--- config.mk ---
export PLATFORM = sky130hd
export DESIGN_NAME = mem_request_unit
export DESIGN_NICKNAME = d
export VERILOG_FILES = /design/src/rtl/common_types_pkg.sv /design/src/rtl/load_extend.sv /design/src/rtl/mem_request_unit.sv
export SDC_FILE = /design/constraint.sdc
export NUM_CORES = 1
export LEC_CHECK = 0
export CELL_PAD_IN_SITES_DETAIL_PLACEMENT = 1
export CELL_PAD_IN_SITES_GLOBAL_PLACEMENT = 2
export CORE_MARGIN = 4
export CORE_UTILIZATION = 40
export DETAILED_ROUTE_END_ITERATION = 10
export DONT_BUFFER_PORTS = 1
export PLACE_DENSITY = 0.91
export SLEW_MARGIN = 5
export SYNTH_ARGS = -nofsm -noshare
export SYNTH_HDL_FRONTEND = slang
export SYNTH_SLANG_ARGS = --single-unit
--- constraint.sdc ---
create_clock -name CLK -period 5.1 [get_ports CLK]
set_clock_uncertainty 0.2 [all_clocks]
set_input_delay 0.51 -clock CLK [delete_from_list [all_inputs] [get_ports CLK]]
set_output_delay 0.51 -clock CLK [all_outputs]
set_load 0.01 [all_outputs]
--- src/rtl/common_types_pkg.sv ---
// Shared datapath types plus the memory request unit's access sizes, FSM states and store-size codes.
package common_types_pkg;

  typedef logic [31:0] word_t;

  typedef enum logic [1:0] {
    BYTE = 2'd0,
    HALF = 2'd1,
    WORD = 2'd2
  } mem_size_t;

  typedef enum logic [1:0] {
    IDLE = 2'd0,
    BUSY = 2'd1,
    RESP = 2'd2
  } ru_state_t;

  localparam logic [1:0] ST_NONE = 2'd0;
  localparam logic [1:0] ST_BYTE = 2'd1;
  localparam logic [1:0] ST_HALF = 2'd2;
  localparam logic [1:0] ST_WORD = 2'd3;

  function automatic mem_size_t store_size(input logic [1:0] dwrite);
    case (dwrite)
      ST_BYTE: return BYTE;
      ST_HALF: return HALF;
      default: return WORD;
    endcase
  endfunction

  // Load size code 3 is unused by the control unit; treat it as a word.
  function automatic mem_size_t load_size(input logic [1:0] code);
    case (code)
      2'd0:    return BYTE;
      2'd1:    return HALF;
      default: return WORD;
    endcase
  endfunction

  function automatic logic [1:0] align_offset(input mem_size_t size, input logic [1:0] a);
    case (size)
      BYTE:    return a;
      HALF:    return {a[1], 1'b0};
      default: return 2'b00;
    endcase
  endfunction

  function automatic logic is_misaligned(input mem_size_t size, input logic [1:0] a);
    case (size)
      HALF:    return a[0];
      WORD:    return a != 2'b00;
      default: return 1'b0;
    endcase
  endfunction

endpackage

--- src/rtl/load_extend.sv ---
// Combinational load lane extraction: shift the bus word down to the addressed lane, mask to size, extend.
module load_extend
  import common_types_pkg::*;
(
  input  word_t     rdata_i,
  input  logic [1:0] offset_i,
  input  mem_size_t size_i,
  input  logic      signed_i,
  output word_t     data_o
);

  word_t shifted;

  always_comb begin
    shifted = rdata_i >> {offset_i, 3'b000};
    case (size_i)
      BYTE:    data_o = {{24{signed_i & shifted[7]}}, shifted[7:0]};
      HALF:    data_o = {{16{signed_i & shifted[15]}}, shifted[15:0]};
      default: data_o = shifted;
    endcase
  end

endmodule

--- src/rtl/mem_request_unit.sv ---
// Shares one memory bus between fetch and data access (data first, one transaction outstanding).
// Hit 2 cycles after request plus bus wait cycles; MISALIGN_TRAP_EN turns misaligned data accesses into error hits.
module mem_request_unit
  import common_types_pkg::*;
#(
  parameter int ADDR_W = 32
) (
  input  logic              CLK,
  input  logic              nRST,
  input  logic              iren,
  input  logic [ADDR_W-1:0] iaddr,
  input  logic              dread,
  input  logic [1:0]        dwrite,
  input  logic [1:0]        reg_wr_mem,
  input  logic              reg_wr_mem_signed,
  input  logic [ADDR_W-1:0] daddr,
  input  logic [31:0]       dstore,
  input  logic              halt,
  output logic              ihit,
  output logic [31:0]       iload,
  output logic              dhit,
  output logic [31:0]       dload,
  output logic              misalign_err,
  output logic              mem_req,
  output logic              mem_wen,
  output logic [ADDR_W-1:0] mem_addr,
  output logic [31:0]       mem_wdata,
  output logic [3:0]        mem_strb,
  input  logic              mem_ready,
  input  logic [31:0]       mem_rdata
);

  localparam logic [ADDR_W-1:0] WORD_MASK = ~ADDR_W'(3);

  ru_state_t         state_q;
  logic              is_data_q;
  mem_size_t         size_q;
  logic [1:0]        off_q;
  logic              sgn_q;
  logic              ihit_q, dhit_q, mem_req_q, mem_wen_q;
  logic [ADDR_W-1:0] mem_addr_q;
  logic [31:0]       mem_wdata_q, iload_q, dload_q;
  logic [3:0]        mem_strb_q;

  logic              data_req, req_wen;
  mem_size_t         req_size;
  logic [1:0]        req_off;
  logic [3:0]        req_strb;
  logic [31:0]       req_wdata;
  word_t             ext_data;

  always_comb begin
    data_req  = dread | (dwrite != ST_NONE);
    req_wen   = dwrite != ST_NONE;
    req_size  = req_wen ? store_size(dwrite) : load_size(reg_wr_mem);
    req_off   = align_offset(req_size, daddr[1:0]);
    req_strb  = 4'b0000;
    req_wdata = dstore;
    case (req_size)
      BYTE: begin
        req_strb  = 4'b0001 << req_off;
        req_wdata = {4{dstore[7:0]}};
      end
      HALF: begin
        req_strb  = 4'b0011 << req_off;
        req_wdata = {2{dstore[15:0]}};
      end
      default: req_strb = 4'b1111;
    endcase
    if (!req_wen) req_strb = 4'b0000;
  end

  load_extend u_load_extend (
    .rdata_i  (mem_rdata),
    .offset_i (off_q),
    .size_i   (size_q),
    .signed_i (sgn_q),
    .data_o   (ext_data)
  );

`ifdef MISALIGN_TRAP_EN
  logic misalign_q;
  logic req_mis;
  assign req_mis      = is_misaligned(req_size, daddr[1:0]);
  assign misalign_err = misalign_q;
`else
  assign misalign_err = 1'b0;
`endif

  always_ff @(posedge CLK or negedge nRST) begin
    if (!nRST) begin
      state_q     <= IDLE;
      is_data_q   <= 1'b0;
      size_q      <= BYTE;
      off_q       <= 2'b00;
      sgn_q       <= 1'b0;
      ihit_q      <= 1'b0;
      dhit_q      <= 1'b0;
      mem_req_q   <= 1'b0;
      mem_wen_q   <= 1'b0;
      mem_addr_q  <= '0;
      mem_wdata_q <= '0;
      mem_strb_q  <= '0;
      iload_q     <= '0;
      dload_q     <= '0;
`ifdef MISALIGN_TRAP_EN
      misalign_q  <= 1'b0;
`endif
    end else begin
      ihit_q <= 1'b0;
      dhit_q <= 1'b0;
`ifdef MISALIGN_TRAP_EN
      misalign_q <= 1'b0;
`endif
      case (state_q)
        IDLE: begin
          if (data_req) begin
            is_data_q   <= 1'b1;
            size_q      <= req_size;
            off_q       <= req_off;
            sgn_q       <= reg_wr_mem_signed;
            mem_wen_q   <= req_wen;
            mem_addr_q  <= daddr & WORD_MASK;
            mem_wdata_q <= req_wdata;
            mem_strb_q  <= req_strb;
`ifdef MISALIGN_TRAP_EN
            if (req_mis) begin
              state_q    <= RESP;
              dhit_q     <= 1'b1;
              misalign_q <= 1'b1;
              dload_q    <= '0;
            end else begin
              state_q   <= BUSY;
              mem_req_q <= 1'b1;
            end
`else
            state_q   <= BUSY;
            mem_req_q <= 1'b1;
`endif
          end else if (iren && !halt) begin
            is_data_q   <= 1'b0;
            mem_wen_q   <= 1'b0;
            mem_addr_q  <= iaddr & WORD_MASK;
            mem_wdata_q <= '0;
            mem_strb_q  <= 4'b0000;
            state_q     <= BUSY;
            mem_req_q   <= 1'b1;
          end
        end
        BUSY: begin
          if (mem_ready) begin
            mem_req_q <= 1'b0;
            state_q   <= RESP;
            if (is_data_q) begin
              dhit_q <= 1'b1;
              if (!mem_wen_q) dload_q <= ext_data;
            end else begin
              ihit_q  <= 1'b1;
              iload_q <= mem_rdata;
            end
          end
        end
        RESP:    state_q <= IDLE;
        default: state_q <= IDLE;
      endcase
    end
  end

  assign ihit      = ihit_q;
  assign dhit      = dhit_q;
  assign iload     = iload_q;
  assign dload     = dload_q;
  assign mem_req   = mem_req_q;
  assign mem_wen   = mem_wen_q;
  assign mem_addr  = mem_addr_q;
  assign mem_wdata = mem_wdata_q;
  assign mem_strb  = mem_strb_q;

endmodule
* Word level (Yosys, flattened, before mapping)
Cells that the tools add are included.
** Storage, ports and cells
- Input bits :: 139
- Memory bits (read-only) :: 0
- Memories kept :: 0
- Register bits after elaboration :: 144
- Word-level logic and storage cells :: 76
- Output and inout bits :: 137
- Memory bits (writable) :: 0
- Latch bits :: 0
** Cells by class
- Multipliers :: 0
- Add/subtract/negate cells :: 0
- Divide/modulo/power cells :: 0
- Equality and inequality tests :: 8
- Reduce and logical (&&, ||, !) cells :: 15
- Order comparisons :: 0
- Bitwise logic cells :: 5
- Mux-type cells :: 31
- Shifts and indexed selects :: 3
** Operators with widths (number)
- $mux 32 :: 4
- $pmux 32 s2 :: 2
- $shr 32x5->32 :: 1
- $pmux 2 s2 :: 4
- $mux 1 :: 12
- $mux 4 :: 3
- $eq 2x1->1 const B :: 5
- $logic_not 2->1 :: 4
- $mux 2 :: 4
- $pmux 4 s2 :: 1
- $reduce_and 2->1 :: 3
- $reduce_and 3->1 :: 2
- $reduce_bool 2->1 :: 3
- $reduce_and 4->1 :: 1
- $shl 1x2->4 const A :: 1
- $shl 2x2->4 const A :: 1
- $ne 3x3->1 const B :: 1
- $and 1x1->1 :: 2
- $eq 2x2->1 const B :: 1
- $ne 2x2->1 const B :: 1
- $not 1->1 :: 2
- $pmux 1 s2 :: 1
- $logic_and 1x1->1 :: 1
- $logic_not 1->1 :: 1
- $or 1x1->1 :: 1

* Logic depth before layout (Yosys ltp)
Gate-level depths: netlist of run 1.
- Depth in word-level cells :: 9
- Mapped depth :: 10
- Mapped depth without buffers :: 6

* Cells and area by module
A second synthesis of run 1 with hierarchy kept.
** Unflattened totals
- Cells, all modules :: 582
- Area, all modules :: 6707.7 µm²
** By module, submodules not included
- mem_request_unit :: times used 1, area an instance 5899.4 µm², sequential area each 3553.4 µm², cells an instance 476
- load_extend :: times used 1, area an instance 808.3 µm², sequential area each 0.0 µm², cells an instance 106

* Worst setup path before layout of run 1
Ideal clock, no wire load.
- Kind :: input -> register
- Start point :: in dwrite[0]
- End point :: reg mem_wdata_q[10] (netlist: mem_wdata[10])
- Required time :: 4.772 ns
- Stages :: 10
- Arrival :: 1.867 ns
- Path buffers :: 4
- Library setup time :: 0.128 ns
- Setup slack :: 2.905 ns
- Cells stage by stage :: inv_1 -> ha_1 -> buf_6 -> nor2b_1 -> clkbuf_2 -> a21o_1 -> buf_6 -> buf_6 -> a22oi_1 -> o21ai_1
** Between the ends
- Cells in the longest elaborated chain, start to end :: 6
- Elaborated cells on any way between the ends :: 12
- Classes of those cells :: eq/ne: 3; mux: 4; bitwise: 1; reduce/logical: 4
** RTL lines
- start: declaration :: RTL line mem_request_unit.sv:13 : input logic [1:0] dwrite,
- $eq 2x2->1 or $eq 2x1->1 (tied branches) :: RTL line common_types_pkg.sv:24 : case (dwrite)
- $pmux 2 s2 :: RTL line common_types_pkg.sv:24
- $mux 2 :: RTL line mem_request_unit.sv:55 : req_size = req_wen ? store_size(dwrite) : load_size(reg_wr_mem);
- $eq 2x1->1 or $logic_not 2->1 (tied branches) :: RTL line mem_request_unit.sv:59 : case (req_size)
- $pmux 32 s2 :: RTL line mem_request_unit.sv:59
- $mux 32 :: RTL line mem_request_unit.sv:117 : if (data_req) begin
- end signal: assignment :: RTL line mem_request_unit.sv:124 : mem_wdata_q <= req_wdata;
- end: declaration :: RTL line mem_request_unit.sv:42 : logic [31:0] mem_wdata_q, iload_q, dload_q;
Several ways; a longest one is shown, not always the timed one.
A chain may end at the register's enable or synchronous reset.

* Final worst setup path of run 1
- Start point :: in dwrite[0]
- End point :: reg off_q[1]
** Between the ends
- Cells in the longest elaborated chain, start to end :: 5
- Elaborated cells on any way between the ends :: 10
- Classes of those cells :: eq/ne: 3; mux: 3; bitwise: 1; reduce/logical: 3
** RTL lines
- $eq 2x2->1 or $eq 2x1->1 (tied branches) :: RTL line common_types_pkg.sv:24
- $pmux 2 s2 :: RTL line common_types_pkg.sv:24
- $mux 2 :: RTL line mem_request_unit.sv:55
- $eq 2x1->1 or $logic_not 2->1 (tied branches) :: RTL line common_types_pkg.sv:41 : case (size)
- $pmux 2 s2 :: RTL line common_types_pkg.sv:41
- end signal: assignment :: RTL line mem_request_unit.sv:120 : off_q <= req_off;
- end: declaration :: RTL line mem_request_unit.sv:38 : logic [1:0] off_q;
Several ways; a longest one is shown, not always the timed one.

==> impl_metrics.toml, run 1 <==
[global_route]
top_usage_layer = "met2"
grt_pass1_vias = 4962
met3_usage_pct = 11.0
overflow = 0
grt_max_degree = 143
grt_pass1_wl_um = 28200
antenna_found_initial = 0
grt_use_met1_pct = 21.1
met2_usage_pct = 34.7
track_usage_pct = 20.1

[pwr]
powerDensity_mw_per_mm2 = 670
leakage_nw = 3.05
vdd.ir_drop.worst_v = 0.000270

[critical_path]
required_ns = 5.22
worst_ep_arrival_time_ns = 2.91
setup.worst_path.start_class = "primary input"
end_kind = "flop"
path_max_fanout = 17
path_class = "in2reg"

[timing]
post-route-min-period_ns = 2.79
drv_slew = 0
worstMarginPinSlew_ns = 1.17
rsz0062_at_grt = "no"
timing.final.ws_setup_ns = 2.31
tns_ns = 0
hold_viol_final = 0
fin_crit_sh_pct = 54.8
relSlewSlack_pct = 22.0
finalSetupViolCount = 0
holdWs_ns = 0.0259
fmax_ghz = 0.358

[logic_synthesis]
synth_area_leaders = "dfrtp_1 (55%), mux2i_1 (9.7%), mux2_2 (7.1%), o21ai_0 (4.0%), nand2_1 (3.1%)"
syn_inst = 554
synth_seq_cells = 142
syn_area_mm2 = 0.00648
ys_warn_count = 0
avgSynthCellArea_um2 = 11.7
synth_most_common_cell = "dfrtp_1"
synth.distinct_cells = 41
async_flop_share_pct = 100
synth_ff_type = "dfrtp_1"
synth_commonest_cells = "dfrtp_1 (142), mux2i_1 (63), nand2_1 (54), o21ai_0 (52), mux2_2 (41)"
synth_top_cell_by_area = "dfrtp_1"
seq_area_frac_synth_pct = 54.8
synth_edf_count = 0
yosys.area.top_type_share_pct = 54.8

[floorplanning]
core_area_mm2 = 0.0159
fp.dieH_um = 135
initial_core_util_pct = 40.8
die_area_mm2 = 0.0183
ioPinCount = 276
dieWidth_um = 135
num_rows = 46

[run]
max_cap_viol_count = 0

[drt]
ant_nets = 0
dr.pass1.iters = 4
drt_wl_total_um = 18500
drc = 0
vias_per_cell = 5.70
vias = 4396
dr.first_iter.drc_count = 153
wl_per_cell_um = 24.0

[clocking]
h-tree-depth = 4
cts_made_buffers = 17
clockBufferDepth = 2
clk_pin_slew_ns = 0.06
clock-sinks = 142
ctsRootBufferMaster = "clkbuf_16"
cts_tree = "done"
clk_latency_ns = 0.42

[place]
dp.cells = 738
placed_cell_area_mm2 = 0.00657
port_buffers = 0
pre_cts_slack_ns = 1.77
place.gp.congestion = 0.819
dpl.hpwl_um = 13400

[finish]
final_nets = 686
final_cells = 771
layout-drive-gt1-share_pct = 16.2
n_fill_cell = 1712
syn2layout_area_growth_pct = 10.0
diodes = 0
final_area_mm2 = 0.00713

[hold_path]
worstHoldPathType = "in2reg"

[outcome]
status = "complete, no violations"
## per-layer routing
layer  part of all wire (%)  routed length, um
met5                      0                  0
met4                    1.7                306
met3                     13               2340
met2                     51               9500
met1                     34               6360
## where the power goes
part	total [W]	internal (W)	switching [W]
clock network	0.00109	0.000624	0.000468
logic	0.00128	0.000590	0.000688
registers	0.00241	0.00168	0.000728
## cells by family after synthesis
logic type               count (synthesis)  share of synthesized area [%]
AO/OA/AOI/OAI                          151                           15.1
flip-flops                             142                           54.8
multiplexers                           106                           17.5
AND/OR/NAND/NOR                        105                           7.57
buffers and inverters                   46                           4.34
adder cells (fa/ha/maj)                  3                          0.579
other                                    1                         0.0579
## worst max-delay path, stage by stage
cell      delay [ns]
inv_1           0.05
ha_1            0.36
nor2b_4         0.26
nor2_1          0.79
nand2b_1        0.62
o21ai_1         0.30
## per-stage QoR
stage          power, W  utilization (%)
2_1_floorplan   0.00333                -
3_3_place_gp    0.00359             41.3
3_5_place_dp    0.00372             41.3
4_1_cts         0.00485             44.9
5_1_grt         0.00511             44.9
6_report        0.00478             44.9
## cell type report
cell class	count	area, um2	share of cell area (%)
Sequential cell	142	3550	49.8
Multi-Input combinational cell	368	2680	37.5
Clock buffer	19	443	6.21
Tap cell	216	270	3.79
Timing Repair Buffer	9	92.6	1.30
Clock inverter	11	72.6	1.02
Inverter	6	22.5	0.316
## timing repair
action | 4_1_cts | 5_1_grt
hold buffers | 3 | 0
gates resized for setup | 0 | 0
endpoints found under the hold margin | 143 | 0
buffers inserted | 0 | 0
## cell usage in the layout, fill, tap and decap left out, types with 4 or more instances in the layout
master	instances
inv_1	6
dfrtp_1	142
a21oi_1	15
clkinv_2	5
and2_1	9
nor2_1	14
mux2_2	41
o22a_1	16
buf_4	6
o21ai_0	52
o21ai_1	17
clkinvlp_4	4
nand2b_1	4
mux2i_1	63
nand2_1	54
a22o_1	15
a211oi_1	8
a22oi_1	16
nor2b_1	12
clkbuf_16	17
## path summary, 6_finish.rpt
kind                                        start       endpoint  slack, ns  depth (start not counted)
worst max register to register         state_q[0]       off_q[1]       2.33                          4
min in group asynchronous                    nRST      dload[18]       0.54                          2
worst min-delay path            reg_wr_mem_signed          sgn_q       0.03                          2
worst max-delay path                    dwrite[0]       off_q[1]       2.31                          6
max in group asynchronous                    nRST      iload[10]       3.48                          2
worst min register to register      mem_wdata[16]  mem_wdata[16]       0.35                          2
## registers in the layout (all words and copies together) (netlist names)
register,cells
mem_strb,4
ihit,1
mem_wdata,32
off_q,2
is_data_q,1
mem_wen,1
dhit,1
mem_req,1
dload,32
sgn_q,1
state_q,2
mem_addr,30
iload,32
size_q,2
(Power assumes the default switching activity.)
==> run 2: changes to the inputs <==
- CORE_UTILIZATION: 40 -> 35
- PLACE_DENSITY: 0.91 -> 0.85
- clock period: 5.1 -> 2.45 ns (I/O delays scaled with it)
==> run 2 against run 1 <==
Compared with the run above:
- routed wire length rose by 23%
- non-clock buffer count rose by 139
- critical path depth rose by 2
- the run now ends with hold timing left
- largest power group unchanged
- first-iteration DRC count down 0.65%
==> impl_metrics.toml, run 2 (synthesis gave the netlist of run 1 again) <==
[timing]
finalSetupViolCount = 0
fmax_ghz = 0.421
hold_viol_final = 142
rsz0062_at_grt = "yes"
holdWs_ns = -0.675
fin_crit_sh_pct = 97.0
drv_slew = 0
relSlewSlack_pct = 47.7
post-route-min-period_ns = 2.38
worstMarginPinSlew_ns = 0.785

[place]
place.gp.congestion = 0.802
placed_cell_area_mm2 = 0.00670
dpl.hpwl_um = 13800
port_buffers = 0

[floorplanning]
core_area_mm2 = 0.0181
fp.dieH_um = 144
ioPinCount = 276
die_area_mm2 = 0.0208
initial_core_util_pct = 35.8
num_rows = 49
dieWidth_um = 144

[clocking]
cts_tree = "done"
h-tree-depth = 4
clk_pin_slew_ns = 0.06
cts_hold_buf = 131
cts_made_buffers = 17
ctsRootBufferMaster = "clkbuf_16"
clock-sinks = 142
clockBufferDepth = 2
clk_latency_ns = 0.41

[finish]
fin_util_pct = 47.5
final_area_mm2 = 0.00859
layout-drive-gt1-share_pct = 14.8
final_common_cell = "dfrtp_1"
diodes = 0
layout_common_cells = "dfrtp_1 (142), dlygate4sd3_1 (131), mux2i_1 (63)"
syn2layout_area_growth_pct = 32.5
final_nets = 825

[critical_path]
r2r_end = "dload[19]"
cpMaxStageDelayCell = "dlygate4sd3_1"
crit_chain = "dlygate4sd3_1, inv_1, ha_1, nor2b_4, buf_4, mux2i_1, dlygate4sd3_1, o21ai_0"
required_ns = 2.52
r2r_setup_slack_ns = 0.33
path_class = "in2reg"
rr_worst_depth = 4
crit_family = "buffers and inverters"
end_kind = "flop"
path_max_fanout = 17
worst_ep_arrival_time_ns = 2.45
critical_path.max_stage_delay_ns = 0.58
r2r-start = "off_q[1]"
setup.worst_path.start_class = "primary input"
critPathBufInv = 4
cpMostUsedCell = "dlygate4sd3_1"

[drt]
drt_wl_total_um = 22800
drc = 0
vias = 5099
wl_per_cell_um = 24.6
ant_nets = 0
dr.first_iter.drc_count = 152
dr.pass1.iters = 4
vias_per_cell = 5.51

[global_route]
overflow = 0
grt_max_degree = 143
antenna_found_initial = 1
grt_pass1_vias = 5920
grt_pass1_wl_um = 34100
track_usage_pct = 21.7

[outcome]
failed_checks = "hold timing"
status = "finished with violations"

[pwr]
leakage_nw = 3.66
vdd.ir_drop.worst_v = 0.000565
powerDensity_mw_per_mm2 = 1240

[run]
max_cap_viol_count = 0

[hold_path]
worstHoldPathType = "in2async"
-- run 2: cell count changes in the layout (fill, tap and decap cells not counted), sizes merged --
cell / change
dlygate4sd3: +129
buf: +10
clkinv: -5
clkinvlp: +1
inv: +5
bufinv: +1
-- run 2: final cells by class --
| type | instances | area, um2 |
|---|---|---|
| clock inverters | 13 | 129 |
| inverters | 6 | 22.5 |
| flip-flops and latches | 142 | 3550 |
| repair buffers | 148 | 1480 |
| multi-input cells | 368 | 2680 |
| fillers | 1834 | 9500 |
| well taps | 229 | 287 |
| clock buffers | 19 | 443 |
-- run 2: stage by stage --
step                setup TNS, ns  setup slack (ns)  power, W  std cells
finish                          0            0.0736    0.0107        925
global route               -0.102           -0.0358    0.0113        925
CTS                             0             0.123    0.0107        925
floorplan                       0             0.520   0.00693        556
detailed placement              0             0.118   0.00789        762
global placement                0             0.192   0.00764        762
-- run 2: how the worst max path moves through the flow --
| stage | cells after the start | startpoint | slack [ns] | end |
|---|---|---|---|---|
| after global routing | 8 | dwrite[1] | -0.04 | mem_addr[25] |
| after CTS | 5 | state_q[0] | 0.12 | mem_wdata[29] |
| after floorplan | 10 | dwrite[0] | 0.52 | mem_wdata[10] |
| after detailed placement | 5 | state_q[0] | 0.12 | mem_wdata[29] |
| final | 8 | dwrite[1] | 0.07 | mem_addr[25] |
| after global placement | 5 | state_q[0] | 0.19 | mem_wdata[10] |
-- run 2: repair_timing --
| item | in CTS | in global routing |
|---|---|---|
| gates resized for setup | 0 | 1 |
| endpoints found under the hold margin | 273 | 142 |
| buffers inserted | 0 | 0 |
| setup endpoints to repair | 0 | 20 |
-- run 2: power breakdown --
group / switching [W] / internal (W) / leakage [nW] / total (W)
Combinational: 0.00165 / 0.00149 / 1.66 / 0.00315
Clock: 0.00108 / 0.00144 / 0.264 / 0.00253
Sequential: 0.00151 / 0.00349 / 1.73 / 0.00501
-- run 2: metal layers --
layer / GRT usage, % / wire length (um) / vias up
met5: 0 / 13 / -
met4: 9.42 / 735 / 2
met3: 7.80 / 2140 / 49
met2: 38.7 / 11600 / 262
met1: 23.0 / 8240 / 2546
li1: - / - / 2240
